### src/rtl/plot_pkg.sv
// plot_pkg: shared resolution constants, framebuffer write record and the
// FSM state type for the pixel-plot framebuffer writer.
package plot_pkg;

  localparam int H_RES     = 160;
  localparam int V_RES     = 120;
  localparam int FB_ADDR_W = 15;
  localparam int FB_WORDS  = H_RES * V_RES;

  // Address of the last pixel; the clear sweep ends after writing it.
  localparam logic [FB_ADDR_W-1:0] FB_LAST = FB_ADDR_W'(FB_WORDS - 1);

  typedef struct packed {
    logic [14:0] addr;
    logic [2:0]  colour;
  } fb_wr_t;

  typedef enum logic [1:0] {
    ST_IDLE      = 2'd0,
    ST_CLR_DRAIN = 2'd1,
    ST_CLR_SWEEP = 2'd2,
    ST_CLR_DONE  = 2'd3
  } plot_state_e;

endpackage

### src/rtl/plot_fifo.sv
// plot_fifo: synchronous FIFO of framebuffer writes. Head entry is visible on
// rd_data whenever the FIFO is not empty. Writes when full and reads when
// empty are ignored.
module plot_fifo
  import plot_pkg::*;
#(
  parameter int DEPTH = 8
) (
  input  logic   clk,
  input  logic   rst,
  input  logic   wr_en,
  input  fb_wr_t wr_data,
  input  logic   rd_en,
  output fb_wr_t rd_data,
  output logic   full,
  output logic   empty
);

  localparam int PTR_W = $clog2(DEPTH);
  localparam logic [PTR_W:0] FULL_CNT = (PTR_W + 1)'(DEPTH);

  fb_wr_t            mem [DEPTH];
  logic [PTR_W-1:0]  wr_ptr;
  logic [PTR_W-1:0]  rd_ptr;
  logic [PTR_W:0]    count;
  logic              do_wr;
  logic              do_rd;

  assign full    = (count == FULL_CNT);
  assign empty   = (count == '0);
  assign do_wr   = wr_en && !full;
  assign do_rd   = rd_en && !empty;
  assign rd_data = mem[rd_ptr];

  // Storage array.
  // NOTE: the array has no reset; the occupancy count alone says which entries are valid.
  always_ff @(posedge clk) begin
    if (do_wr) mem[wr_ptr] <= wr_data;
  end

  // Pointers and occupancy; pointers wrap naturally since DEPTH is a power of two.
  // NOTE: state uses non-blocking assignments so every flop samples pre-edge values.
  always_ff @(posedge clk or posedge rst) begin
    if (rst) begin
      wr_ptr <= '0;
      rd_ptr <= '0;
      count  <= '0;
    end else begin
      if (do_wr) wr_ptr <= wr_ptr + PTR_W'(1);
      if (do_rd) rd_ptr <= rd_ptr + PTR_W'(1);
      case ({do_wr, do_rd})
        2'b10:   count <= count + (PTR_W + 1)'(1);
        2'b01:   count <= count - (PTR_W + 1)'(1);
        default: count <= count;
      endcase
    end
  end

endmodule

### src/rtl/plot_fb_writer.sv
// plot_fb_writer: accepts pixel plots over ready/valid, drops off-screen
// coordinates, queues on-screen writes and drives a stallable framebuffer
// write port. Also performs a full-screen clear sweep on request.
// Optional build macro PLOT_STATS_EN adds saturating accepted/clipped counters.
module plot_fb_writer
  import plot_pkg::*;
#(
  parameter int FIFO_DEPTH = 8
) (
  input  logic        clk,
  input  logic        rst,
  input  logic [7:0]  plot_x,
  input  logic [6:0]  plot_y,
  input  logic [2:0]  plot_colour,
  input  logic        plot_valid,
  output logic        plot_ready,
  input  logic        clear_start,
  input  logic [2:0]  clear_colour,
  output logic        clear_done,
  output logic        busy,
  output logic [14:0] fb_addr,
  output logic [2:0]  fb_wdata,
  output logic        fb_we,
  input  logic        fb_wait
`ifdef PLOT_STATS_EN
  ,
  output logic [15:0] accepted_cnt,
  output logic [15:0] clipped_cnt
`endif
);

  localparam logic [7:0] H_LIM = 8'(H_RES);
  localparam logic [6:0] V_LIM = 7'(V_RES);

  plot_state_e state;
  logic [2:0]  clr_colour;
  logic [14:0] y_ext;
  fb_wr_t      fifo_din;
  fb_wr_t      fifo_head;
  logic        fifo_full;
  logic        fifo_empty;
  logic        handshake;
  logic        in_range;
  logic        push;
  logic        pop;
  logic        wr_done;
  logic        sweep_go;
  logic        sweep_last;

  assign plot_ready = !rst && (state == ST_IDLE) && !fifo_full;
  assign handshake  = plot_valid && plot_ready;
  assign in_range   = (plot_x < H_LIM) && (plot_y < V_LIM);
  assign push       = handshake && in_range;

  // y*160 + x as two shifted copies of y plus x; fits in 15 bits for on-screen pixels.
  assign y_ext    = {8'd0, plot_y};
  assign fifo_din = {(y_ext << 7) + (y_ext << 5) + {7'd0, plot_x}, plot_colour};

  assign wr_done    = fb_we && !fb_wait;
  // Refill the output register when it is empty or its write completes this cycle.
  assign pop        = !fifo_empty && (!fb_we || wr_done);
  assign sweep_go   = (state == ST_CLR_DRAIN) && fifo_empty && !fb_we;
  assign sweep_last = (state == ST_CLR_SWEEP) && wr_done && (fb_addr == FB_LAST);

  assign clear_done = (state == ST_CLR_DONE);
  assign busy       = !fifo_empty || fb_we || (state != ST_IDLE);

  plot_fifo #(
    .DEPTH (FIFO_DEPTH)
  ) u_fifo (
    .clk     (clk),
    .rst     (rst),
    .wr_en   (push),
    .wr_data (fifo_din),
    .rd_en   (pop),
    .rd_data (fifo_head),
    .full    (fifo_full),
    .empty   (fifo_empty)
  );

  // Clear sequencing: latch colour, drain queued plots, sweep, pulse done.
  always_ff @(posedge clk or posedge rst) begin
    if (rst) begin
      state      <= ST_IDLE;
      clr_colour <= '0;
    end else begin
      case (state)
        ST_IDLE: begin
          if (clear_start) begin
            clr_colour <= clear_colour;
            state      <= ST_CLR_DRAIN;
          end
        end
        ST_CLR_DRAIN: if (sweep_go)   state <= ST_CLR_SWEEP;
        ST_CLR_SWEEP: if (sweep_last) state <= ST_CLR_DONE;
        default:                      state <= ST_IDLE;
      endcase
    end
  end

  // Output register: holds one pending write, either a queued plot or the sweep pixel.
  always_ff @(posedge clk or posedge rst) begin
    if (rst) begin
      fb_we    <= 1'b0;
      fb_addr  <= '0;
      fb_wdata <= '0;
    end else if (sweep_go) begin
      fb_we    <= 1'b1;
      fb_addr  <= '0;
      fb_wdata <= clr_colour;
    end else if (state == ST_CLR_SWEEP) begin
      if (wr_done) begin
        if (fb_addr == FB_LAST) fb_we   <= 1'b0;
        else                    fb_addr <= fb_addr + 15'd1;
      end
    end else if (pop) begin
      fb_we    <= 1'b1;
      fb_addr  <= fifo_head.addr;
      fb_wdata <= fifo_head.colour;
    end else if (wr_done) begin
      fb_we <= 1'b0;
    end
  end

`ifdef PLOT_STATS_EN
  // Saturating handshake statistics, cleared only by reset.
  always_ff @(posedge clk or posedge rst) begin
    if (rst) begin
      accepted_cnt <= '0;
      clipped_cnt  <= '0;
    end else begin
      if (handshake && accepted_cnt != 16'hFFFF)
        accepted_cnt <= accepted_cnt + 16'd1;
      if (handshake && !in_range && clipped_cnt != 16'hFFFF)
        clipped_cnt <= clipped_cnt + 16'd1;
    end
  end
`endif

endmodule
### config.mk
export PLATFORM = sky130hd
export DESIGN_NAME = plot_fb_writer
export DESIGN_NICKNAME = d
export VERILOG_FILES = /design/src/rtl/plot_pkg.sv /design/src/rtl/plot_fifo.sv /design/src/rtl/plot_fb_writer.sv
export SDC_FILE = /design/constraint.sdc
export NUM_CORES = 1
export LEC_CHECK = 0
export CAP_MARGIN = 20
export CORE_ASPECT_RATIO = 1.2
export CORE_MARGIN = 8
export CORE_UTILIZATION = 35
export CTS_BUF_LIST = sky130_fd_sc_hd__clkbuf_2 sky130_fd_sc_hd__clkbuf_4 sky130_fd_sc_hd__clkbuf_8
export DETAILED_ROUTE_END_ITERATION = 12
export PLACE_DENSITY = 0.59
export SYNTH_ARGS = -nofsm -noshare
export SYNTH_HDL_FRONTEND = slang
export SYNTH_SLANG_ARGS = --single-unit
### constraint.sdc
create_clock -name clk -period 4.95 [get_ports clk]
set_input_delay 0.495 -clock clk [delete_from_list [all_inputs] [get_ports clk]]
set_output_delay 0.495 -clock clk [all_outputs]
set_load 0.02 [all_outputs]
Yosys cells after proc, flatten, opt, wreduce, memory -nomap -nowiden
Memory sizes are Yosys's and may differ from the RTL's.
Index checks and enable logic that the tools add are counted.
{"block": "op_classes", "n_addsub": 7, "n_mul": 0, "div": 0, "order_cmp": 2, "n_eq_ne": 14, "shifts": 0, "mux": 21, "n_bitwise": 0, "reduce_logical": 33}
{"cell": "$mux 15", "n": 5}
{"cell": "$add 14x12->15", "n": 1}
{"cell": "$add 15x1->15 const B", "n": 1}
{"cell": "$add 15x8->15", "n": 1}
{"cell": "$eq 15x15->1 const B", "n": 1}
{"cell": "$logic_and 1x1->1", "n": 13}
{"cell": "$mux 3", "n": 3}
{"cell": "$reduce_and 3->1", "n": 3}
{"cell": "$lt 8x8->1 const B", "n": 1}
{"cell": "$mux 1", "n": 8}
{"cell": "$ne 2x2->1 const B", "n": 4}
{"cell": "$pmux 4 s2", "n": 1}
{"cell": "$lt 7x7->1 const B", "n": 1}
{"cell": "$add 3x1->3 const B", "n": 2}
{"cell": "$eq 2x2->1 const B", "n": 3}
{"cell": "$mux 2", "n": 3}
{"cell": "$ne 3x3->1 const B", "n": 2}
{"cell": "$pmux 2 s3", "n": 1}
{"cell": "$reduce_bool 2->1", "n": 3}
{"cell": "$reduce_bool 3->1", "n": 2}
{"cell": "$logic_not 1->1", "n": 5}
{"cell": "$add 4x1->4 const B", "n": 1}
{"cell": "$eq 2x1->1 const B", "n": 2}
{"cell": "$eq 4x4->1 const B", "n": 1}
{"cell": "other kinds (6)", "n": 9}
{"block": "word_totals", "ff_bits": 34, "latch_bits": 0, "mem_bits_rw": 144, "rom_bits": 0, "output_inout_bits": 22, "memories": 1}
{"name": "u_fifo.mem", "words": 8, "width": 18, "read_ports": 1, "rd_ports_with_merged_regs": 0, "wr": 1, "line_no": "plot_fifo.sv:22", "text": "fb_wr_t mem [DEPTH];"}

Longest topological paths before layout
Gate-level depths: netlist (run 1).
{"block": "depth", "depth_word": 8, "ltp_mapped": 12}

Cells and area by module
From an unflattened synthesis (run 1), not the netlist that was laid out.
{"block": "hier_totals", "cells_unflattened": 516, "hier_area_um2": 8270.4}
{"mod": "plot_fifo", "n_inst": 1, "cells_each": 276, "area_each_um2": 6157.2, "seq_area_each_um2": 4574.4}
{"mod": "plot_fb_writer", "n_inst": 1, "cells_each": 240, "area_each_um2": 2113.3, "seq_area_each_um2": 600.6}

Worst setup path before layout (run 1)
Ideal clock, no wire load.
{"block": "synth_path", "kind": "register to register", "startpoint": "register state[0]", "endpoint": "memory u_fifo.mem[4][0] in the netlist's numbering (enable)", "arrival_time_ns": 3.567, "required_time_ns": 4.504, "setup_slack_ns": 0.937, "path_stages_with_launch": 7, "path_cell_list": "dfrtp_1 inv_1 ha_1 nand2b_1 a21oi_1 nand4_2 nor4b_1"}
{"block": "synth_via", "elab_chain_cells": 8}
{"element": "start, declared", "line_no": "plot_fb_writer.sv:35", "text": "plot_state_e state;"}
{"element": "start signal, assigned", "line_no": "plot_fb_writer.sv:84", "text": "state <= ST_IDLE;"}
{"element": "start signal, assigned", "line_no": "plot_fb_writer.sv:91", "text": "state <= ST_CLR_DRAIN;"}
{"element": "start signal, assigned", "line_no": "plot_fb_writer.sv:94", "text": "ST_CLR_DRAIN: if (sweep_go) state <= ST_CLR_SWEEP;"}
{"element": "$logic_not 2->1", "line_no": "plot_fb_writer.sv:50", "text": "assign plot_ready = !rst && (state == ST_IDLE) && !fifo_full;"}
{"element": "$logic_and 1x1->1 (2 in series)", "line_no": "plot_fb_writer.sv:50"}
{"element": "via plot_ready", "line_no": "plot_fb_writer.sv:16", "text": "output logic plot_ready,"}
{"element": "$logic_and 1x1->1", "line_no": "plot_fb_writer.sv:51", "text": "assign handshake = plot_valid && plot_ready;"}
{"element": "$logic_and 1x1->1", "line_no": "plot_fb_writer.sv:53", "text": "assign push = handshake && in_range;"}
{"element": "$logic_and 1x1->1", "line_no": "plot_fifo.sv:31", "text": "assign do_wr = wr_en && !full;"}
{"element": "$mux 1", "line_no": "plot_fifo.sv:38", "text": "if (do_wr) mem[wr_ptr] <= wr_data;"}
{"element": "$mux 1 (implied by the code)", "line_no": "plot_fifo.sv:38"}
{"element": "end, declared", "line_no": "plot_fifo.sv:22"}
The timed path passes the listed nets, and every way through them passes these cells.

Worst setup path in the final report (run 1)
{"block": "layout_path", "startpoint": "register state[0]", "endpoint": "register u_fifo.count[2]"}
{"block": "layout_via", "elab_chain_cells": 8, "elab_cells_between_ends": 10}
{"element": "$logic_not 2->1 *", "line_no": "plot_fb_writer.sv:50"}
{"element": "$logic_and 1x1->1 * (2 in series)", "line_no": "plot_fb_writer.sv:50"}
{"element": "$logic_and 1x1->1 *", "line_no": "plot_fb_writer.sv:51"}
{"element": "$logic_and 1x1->1 *", "line_no": "plot_fb_writer.sv:53"}
{"element": "$logic_and 1x1->1 *", "line_no": "plot_fifo.sv:31"}
{"element": "$eq 2x1->1 / $eq 2x2->1 (equally long branches)", "line_no": "plot_fifo.sv:51", "text": "case ({do_wr, do_rd})"}
{"element": "$pmux 4 s2 / $reduce_bool 2->1 (equally long branches)"}
{"element": "end signal, assigned", "line_no": "plot_fifo.sv:52", "text": "2'b10: count <= count + (PTR_W + 1)'(1);"}
{"element": "end signal, assigned", "line_no": "plot_fifo.sv:53", "text": "2'b01: count <= count - (PTR_W + 1)'(1);"}
{"element": "end signal, assigned", "line_no": "plot_fifo.sv:54", "text": "default: count <= count;"}
{"element": "end, declared", "line_no": "plot_fifo.sv:25", "text": "logic [PTR_W:0] count;"}
Mark *: on every way between the ends. The rest lies on a longest branch, timed or not.
A chain may end at the register's enable or synchronous reset.

==> summary.txt, run 1 <==
GRT
  – Routing usage on met1: 16.0%
  – Initial antenna violation count: 0
  – Busiest grt layer: met2
  – Met3 usage: 2.36%
  – First-pass GRT wire length: 27000 um
  – Met2 usage: 21.1%
  – Largest net degree at the start of global routing: 38
  – Gr ovfl total: 0
  – Aggregate global-route resource usage: 12.6%
  – Vias in the first global route: 4681

Yosys
  – Syn nets: 546
  – Mapped Avg Cell Area: 16.1 um^2
  – Synth cell types: 60
  – Syn Inst Count: 495
  – Post-synth top flop: edfxtp_1
  – Top cells by area, synth: edfxtp_1, dfrtp_1, mux4_2, ha_1, mux2i_1
  – Ys async rst share: 19.1%
  – Post-synth top area share: 54.4%
  – Yosys warning count: 0
  – Post-synthesis sequential area ratio: 65.1%
  – Yosys top cell by area: edfxtp_1
  – Yosys reg bits: 178
  – EDFF count, synth: 144
  – Mapped Area: 7950 um^2

STA
  – Hold Worst Slack: 0.401 ns
  – Slew @ Worst Pin: 0.931 ns
  – Fmax: 0.321 GHz
  – Sum Neg Setup Slack: 0 ns
  – Final Hold Fails: 0
  – Final Critical Period: 3.12 ns
  – RSZ-0062 raised after global routing: false
  – Rel. slew slack: 37.9%
  – Setup violators final: 0
  – Period utilization: 63.0%
  – Max-slew violations: 0
  – Clk_skew: 0.0110 ns

Worst setup path
  – Critical path type: reg -> reg
  – Req. time, crit path: 5.29 ns
  – Critical path capture point type: flip-flop
  – Crit-path cells: inv_1, ha_1, nand2b_1, a21oi_1, nand4_2, ha_1, xor2_1, ha_1, a21oi_1, xor2_1, nor2_1, xor2_1
  – Critical path arrival: 3.45 ns
  – Buffers plus inverters on the worst setup path: 1
  – Startpoint types: flip-flop
  – Critical path's slowest cell: nand4_2
  – Critical-path maximum fanout: 10
  – CP max stage delay: 0.44 ns
  – Crit-path leading delay family: adder cells

Clocking
  – Clock transition at path regs: 0.09 ns
  – Post-CTS Setup Bufs: 0
  – Post-CTS Resized: 0
  – Clock Sinks: 178
  – H-tree depth: 4
  – CTS root buf: clkbuf_8
  – CTS tree: yes
  – Num CTS Buffers: 17
  – Hold Buf Count CTS: 0
  – Worst skew pair latency: 0.45 ns
  – Clock tree buffer depth: 2

Drt
  – DRC Markers: 0
  – Vias: 4420
  – DRT iter0 DRCs: 190
  – Vias per cell: 5.24
  – Router iterations before antenna repair: 5
  – Final WL: 17000 um
  – Avg WL per Cell: 20.1 um
  – ANT nets after route: 0

Die
  – Die area: 27800 um^2
  – DIE HEIGHT: 181 um
  – IO Pins: 48
  – Area of the core: 22400 um^2
  – Die width: 154 um
  – Cell Rows: 60
  – Starting Density: 35.5%

Cells and area
  – ANT cells: 0
  – Area Growth Syn to Fin: 16.0%
  – Sequential cell area: 5180 um^2
  – Layout cells sized above 1: 18.4%
  – Nets: 602
  – # fillers: 2013
  – Multi-input gate area: 2620 um^2

Power and ir drop
  – Pwr per Cell Area: 542 nW/um^2
  – Max rail drop VDD: 0.161 mV
  – Pleak: 0.00323 uW
  – Final Power: 4990 uW

Place
  – GPL Wtd Cong: 0.783
  – Post-DP HPWL: 11300 um
  – Buffers on Ports: 47

Outcome
  – Status: finished clean

Worst hold path
  – Hold Path Class: in -> async

Job
  – Max_cap viols: 0
## Yosys cell counts, types with 4 or more instances
cell type  number
buf_6           4
clkbuf_1        7
nand3b_1        4
nand2_1        27
and2_1          4
a22o_1          5
dfrtp_1        34
nand3_1         5
inv_1          13
nor3_1          6
mux2i_1        20
mux2_2          8
o21ai_0        21
a21o_1          8
mux4_2         30
o21a_1          4
nor2_1         13
xor2_1          7
o22ai_1         6
ha_1           23
xnor2_1         8
nand4_1         6
a21oi_1        15
edfxtp_1      144
a211oi_1       12
buf_4           4
nor3b_1         4
buf_2           5
## state kept, by name (all words and copies together), names as in the netlist
register / cells
u_fifo.mem: 144
state: 2
u_fifo.wr_ptr: 3
clr_colour: 3
fb_wdata: 3
fb_we: 1
u_fifo.count: 4
fb_addr: 15
u_fifo.rd_ptr: 3
## placed cells by master (no fill, tap or decap), types with 3 or more instances in the layout
cell             netlist  final
mux2i_1               20     20
edfxtp_1             144    144
xnor2_1                8      8
o22ai_1                6      6
nand4_1                6      6
clkdlybuf4s50_1        0     47
nand3_1                5      5
mux2_2                 8      8
ha_1                  23     23
nor2_1                13     13
and4_1                 3      3
nor4b_2                1      3
a21oi_1               15     15
dfrtp_1               34     33
nor2b_1                3      3
xor2_1                 7      7
o21a_1                 4      4
bufinv_16              0      3
nand3b_1               4      4
and3_1                 3      3
a22o_1                 5      5
a211oi_1              12     12
a21o_1                 8      8
buf_4                  4     13
nor3_2                 1      3
inv_6                  0      5
mux4_2                30     30
and2_1                 4      4
inv_1                 13     13
nand2_1               27     27
o21ai_0               21     21
nor3_1                 6      4
clkinv_4               0      5
clkbuf_8               0     17
## metrics by stage
| step | std cells | setup WS (ns) | utilization, % | cell area (um^2) |
|---|---|---|---|---|
| final | 843 | 1.83 | 41.2 | 9220 |
| after global routing | 843 | 1.58 | 41.2 | 9220 |
| after CTS | 842 | 1.78 | 41.1 | 9190 |
| after detailed placement | 810 | 1.52 | 39.2 | 8760 |
| after global placement | 810 | 1.58 | 39.2 | 8760 |
| after floorplan | 495 | 0.937 | - | 7950 |
## final cells by class
| class | instances | share of cell area (%) |
|---|---|---|
| clock buffer | 17 | 2.54 |
| clock inverter | 15 | 2.10 |
| inverter | 13 | 0.530 |
| multi-input combinational | 280 | 28.4 |
| sequential | 178 | 56.2 |
| tap | 279 | 3.79 |
| timing repair buffer | 61 | 6.46 |
## metal layers
metal / wire [um] / part of all wire (%)
met3: 586 / 3.5
met2: 8580 / 51
met5: 0 / 0
met4: 227 / 1.3
met1: 7590 / 45
## where the power goes
group          internal [uW]  leakage (uW)  total, uW  switching [uW]
Sequential              1820       0.00170       2140             313
Combinational            889       0.00131       1800             907
Clock                    514      0.000218       1060             545
## logic make-up (layout without fill, tap and decap cells)
family,Yosys count,count (layout),share of synthesized area (%)
buf+inv,37,106,2.41
xor+xnor,15,15,1.65
mux,59,59,12.3
flops,178,178,65.1
compound gates,86,86,7.39
simple gates,95,95,6.99
fa+ha+maj,25,25,4.13
## worst paths after layout
check,from,endpoint,slack [ns],cells after the start
worst max-delay path,state[0],u_fifo.count[2],1.83,12
worst min-delay path,rst,u_fifo.count[3],0.40,2
worst min register to register,clr_colour[0],fb_wdata[0],0.51,2
min in group clk,clr_colour[0],fb_wdata[0],0.51,2
max in group asynchronous,rst,fb_addr[9],3.84,3
worst max register to register,state[0],u_fifo.count[2],1.83,12
Power figures use the tool's default switching activity.
==> run 2, diff against run 1 <==
==> constraint.sdc (replaced) <==
create_clock -name clk -period 3.05 [get_ports clk]
set_input_delay 0.305 -clock clk [delete_from_list [all_inputs] [get_ports clk]]
set_output_delay 0.305 -clock clk [all_outputs]
set_load 0.02 [all_outputs]
==> summary.txt, run 2 (synthesis gave the netlist of run 1 again) <==
Outcome
  – Status: finished clean

STA
  – Max-slew violations: 0
  – Fmax: 0.357 GHz
  – RSZ-0062 raised after global routing: false
  – Final Critical Period: 2.80 ns
  – Fin worst setup slack: 0.245 ns
  – Final Hold Fails: 0
  – Clk_skew: 0.0141 ns
  – Setup violators final: 0
  – Period utilization: 92.0%
  – Sum Neg Setup Slack: 0 ns
  – Slew @ Worst Pin: 0.630 ns
  – Rel. slew slack: 57.7%

Cells and area
  – Top reg by flops: u_fifo.mem
  – Nets: 616
  – Core Util, Final: 42.2%
  – Max reg flops: 144
  – Regs by FF count: u_fifo.mem x144, fb_addr x15, u_fifo.count x4
  – Commonest non-fill, non-tap cell in the layout: edfxtp_1
  – Layout cells sized above 1: 20.4%
  – Layout Cells excl Fill: 857
  – Area Growth Syn to Fin: 19.0%
  – ANT cells: 0
  – Most frequent cells in the layout: edfxtp_1, clkdlybuf4s50_1, dfrtp_1
  – Final Cell Area: 9450 um^2

Die
  – Starting Density: 35.5%
  – Cell Rows: 60
  – DIE HEIGHT: 181 um
  – Area of the core: 22400 um^2
  – Die area: 27800 um^2
  – Die width: 154 um
  – IO Pins: 48

Clocking
  – Post-CTS Setup Bufs: 0
  – H-tree depth: 4
  – Clock transition at path regs: 0.10 ns
  – Hold Buf Count CTS: 0
  – Clock tree buffer depth: 2
  – CTS root buf: clkbuf_8
  – CTS tree: yes
  – Clock Sinks: 178
  – Post-CTS Resized: 0
  – Num CTS Buffers: 17
  – Worst skew pair latency: 0.46 ns

Drt
  – ANT nets after route: 0
  – Router iterations before antenna repair: 4
  – DRC Markers: 0
  – Vias per cell: 5.23
  – Avg WL per Cell: 19.7 um
  – Final WL: 16900 um
  – Vias: 4481
  – DRT iter0 DRCs: 267

GRT
  – Routing usage on met1: 15.3%
  – First-pass GRT wire length: 26700 um
  – Vias in the first global route: 4771
  – Met3 usage: 2.51%
  – Largest net degree at the start of global routing: 45
  – Aggregate global-route resource usage: 12.5%
  – Initial antenna violation count: 0
  – Busiest grt layer: met2
  – Gr ovfl total: 0
  – Met2 usage: 21.2%

Place
  – Buffers on Ports: 47
  – DP Area: 9020 um^2
  – Post-DP HPWL: 11500 um
  – DP Cell Count: 825
  – Dpl ws: -0.108 ns
  – GPL Wtd Cong: 0.783

Job
  – Max_cap viols: 0

Worst setup path
  – Startpoint types: flip-flop
  – Critical path type: reg -> reg
  – Req. time, crit path: 3.40 ns
  – Critical path arrival: 3.15 ns
  – Critical path capture point type: flip-flop
  – Critical-path maximum fanout: 5

Power and ir drop
  – Pwr per Cell Area: 867 nW/um^2
  – Max rail drop VDD: 0.284 mV
  – Pleak: 0.00335 uW

Worst hold path
  – Hold Path Class: in -> async
run 2: changes by cell type in the layout (fill, tap and decap cells not counted), moves of 3 or more:
cell | previous run | this run
buf_12 | 0 | 9
buf_4 | 13 | 19
clkinv_4 | 5 | 0
inv_8 | 1 | 4
run 2: where the power goes:
group / switching, uW / total (uW) / internal [uW]
Clock: 914 / 1760 / 841
Combinational: 1550 / 3050 / 1500
Sequential: 434 / 3390 / 2960
Total: 2900 / 8200 / 5300
run 2: critical path, cell delays in order, from the launching register on:
cell and delay [ns]:
dfrtp_1 0.42, inv_1 0.10, ha_1 0.21, nand2b_1 0.08, a21oi_1 0.38, nand4_2 0.29
ha_1 0.33, xor2_1 0.16, ha_1 0.18, a21oi_1 0.15, xor2_1 0.18, nor2_1 0.07
xor2_1 0.14
run 2: layout make-up:
cell class / count / area [um^2]
flip-flops and latches: 178 / 5180
multi-input cells: 280 / 2660
fillers: 2006 / 12900
clock inverters: 15 / 194
inverters: 13 / 48.8
clock buffers: 17 / 234
well taps: 279 / 349
repair buffers: 75 / 793
run 2: worst paths after layout:
path,startpoint,end,slack [ns],depth (start not counted)
setup / recovery,state[0],u_fifo.count[2],0.25,12
hold / removal,rst,clr_colour[1],0.27,3
setup reg to reg,state[0],u_fifo.count[2],0.25,12
hold reg to reg,clr_colour[0],fb_wdata[0],0.49,2
max in group asynchronous,rst,u_fifo.rd_ptr[0],2.43,3
min in group clk,clear_colour[0],clr_colour[0],0.46,2
run 2: metrics by stage:
| step | hold WS (ns) | power (uW) |
|---|---|---|
| after global routing | 0.317 | 8680 |
| after global placement | 0.469 | 6460 |
| after CTS | 0.259 | 8310 |
| final | 0.268 | 8200 |
| after detailed placement | 0.477 | 6560 |
| after floorplan | 0.404 | 5560 |
run 2: per-layer routing:
metal	wire [um]	up-vias	share of wire (%)
li1	-	2083	-
met3	737	24	4.4
met1	7380	2275	44
met2	8430	99	50
met4	309	0	1.8
met5	0	-	0
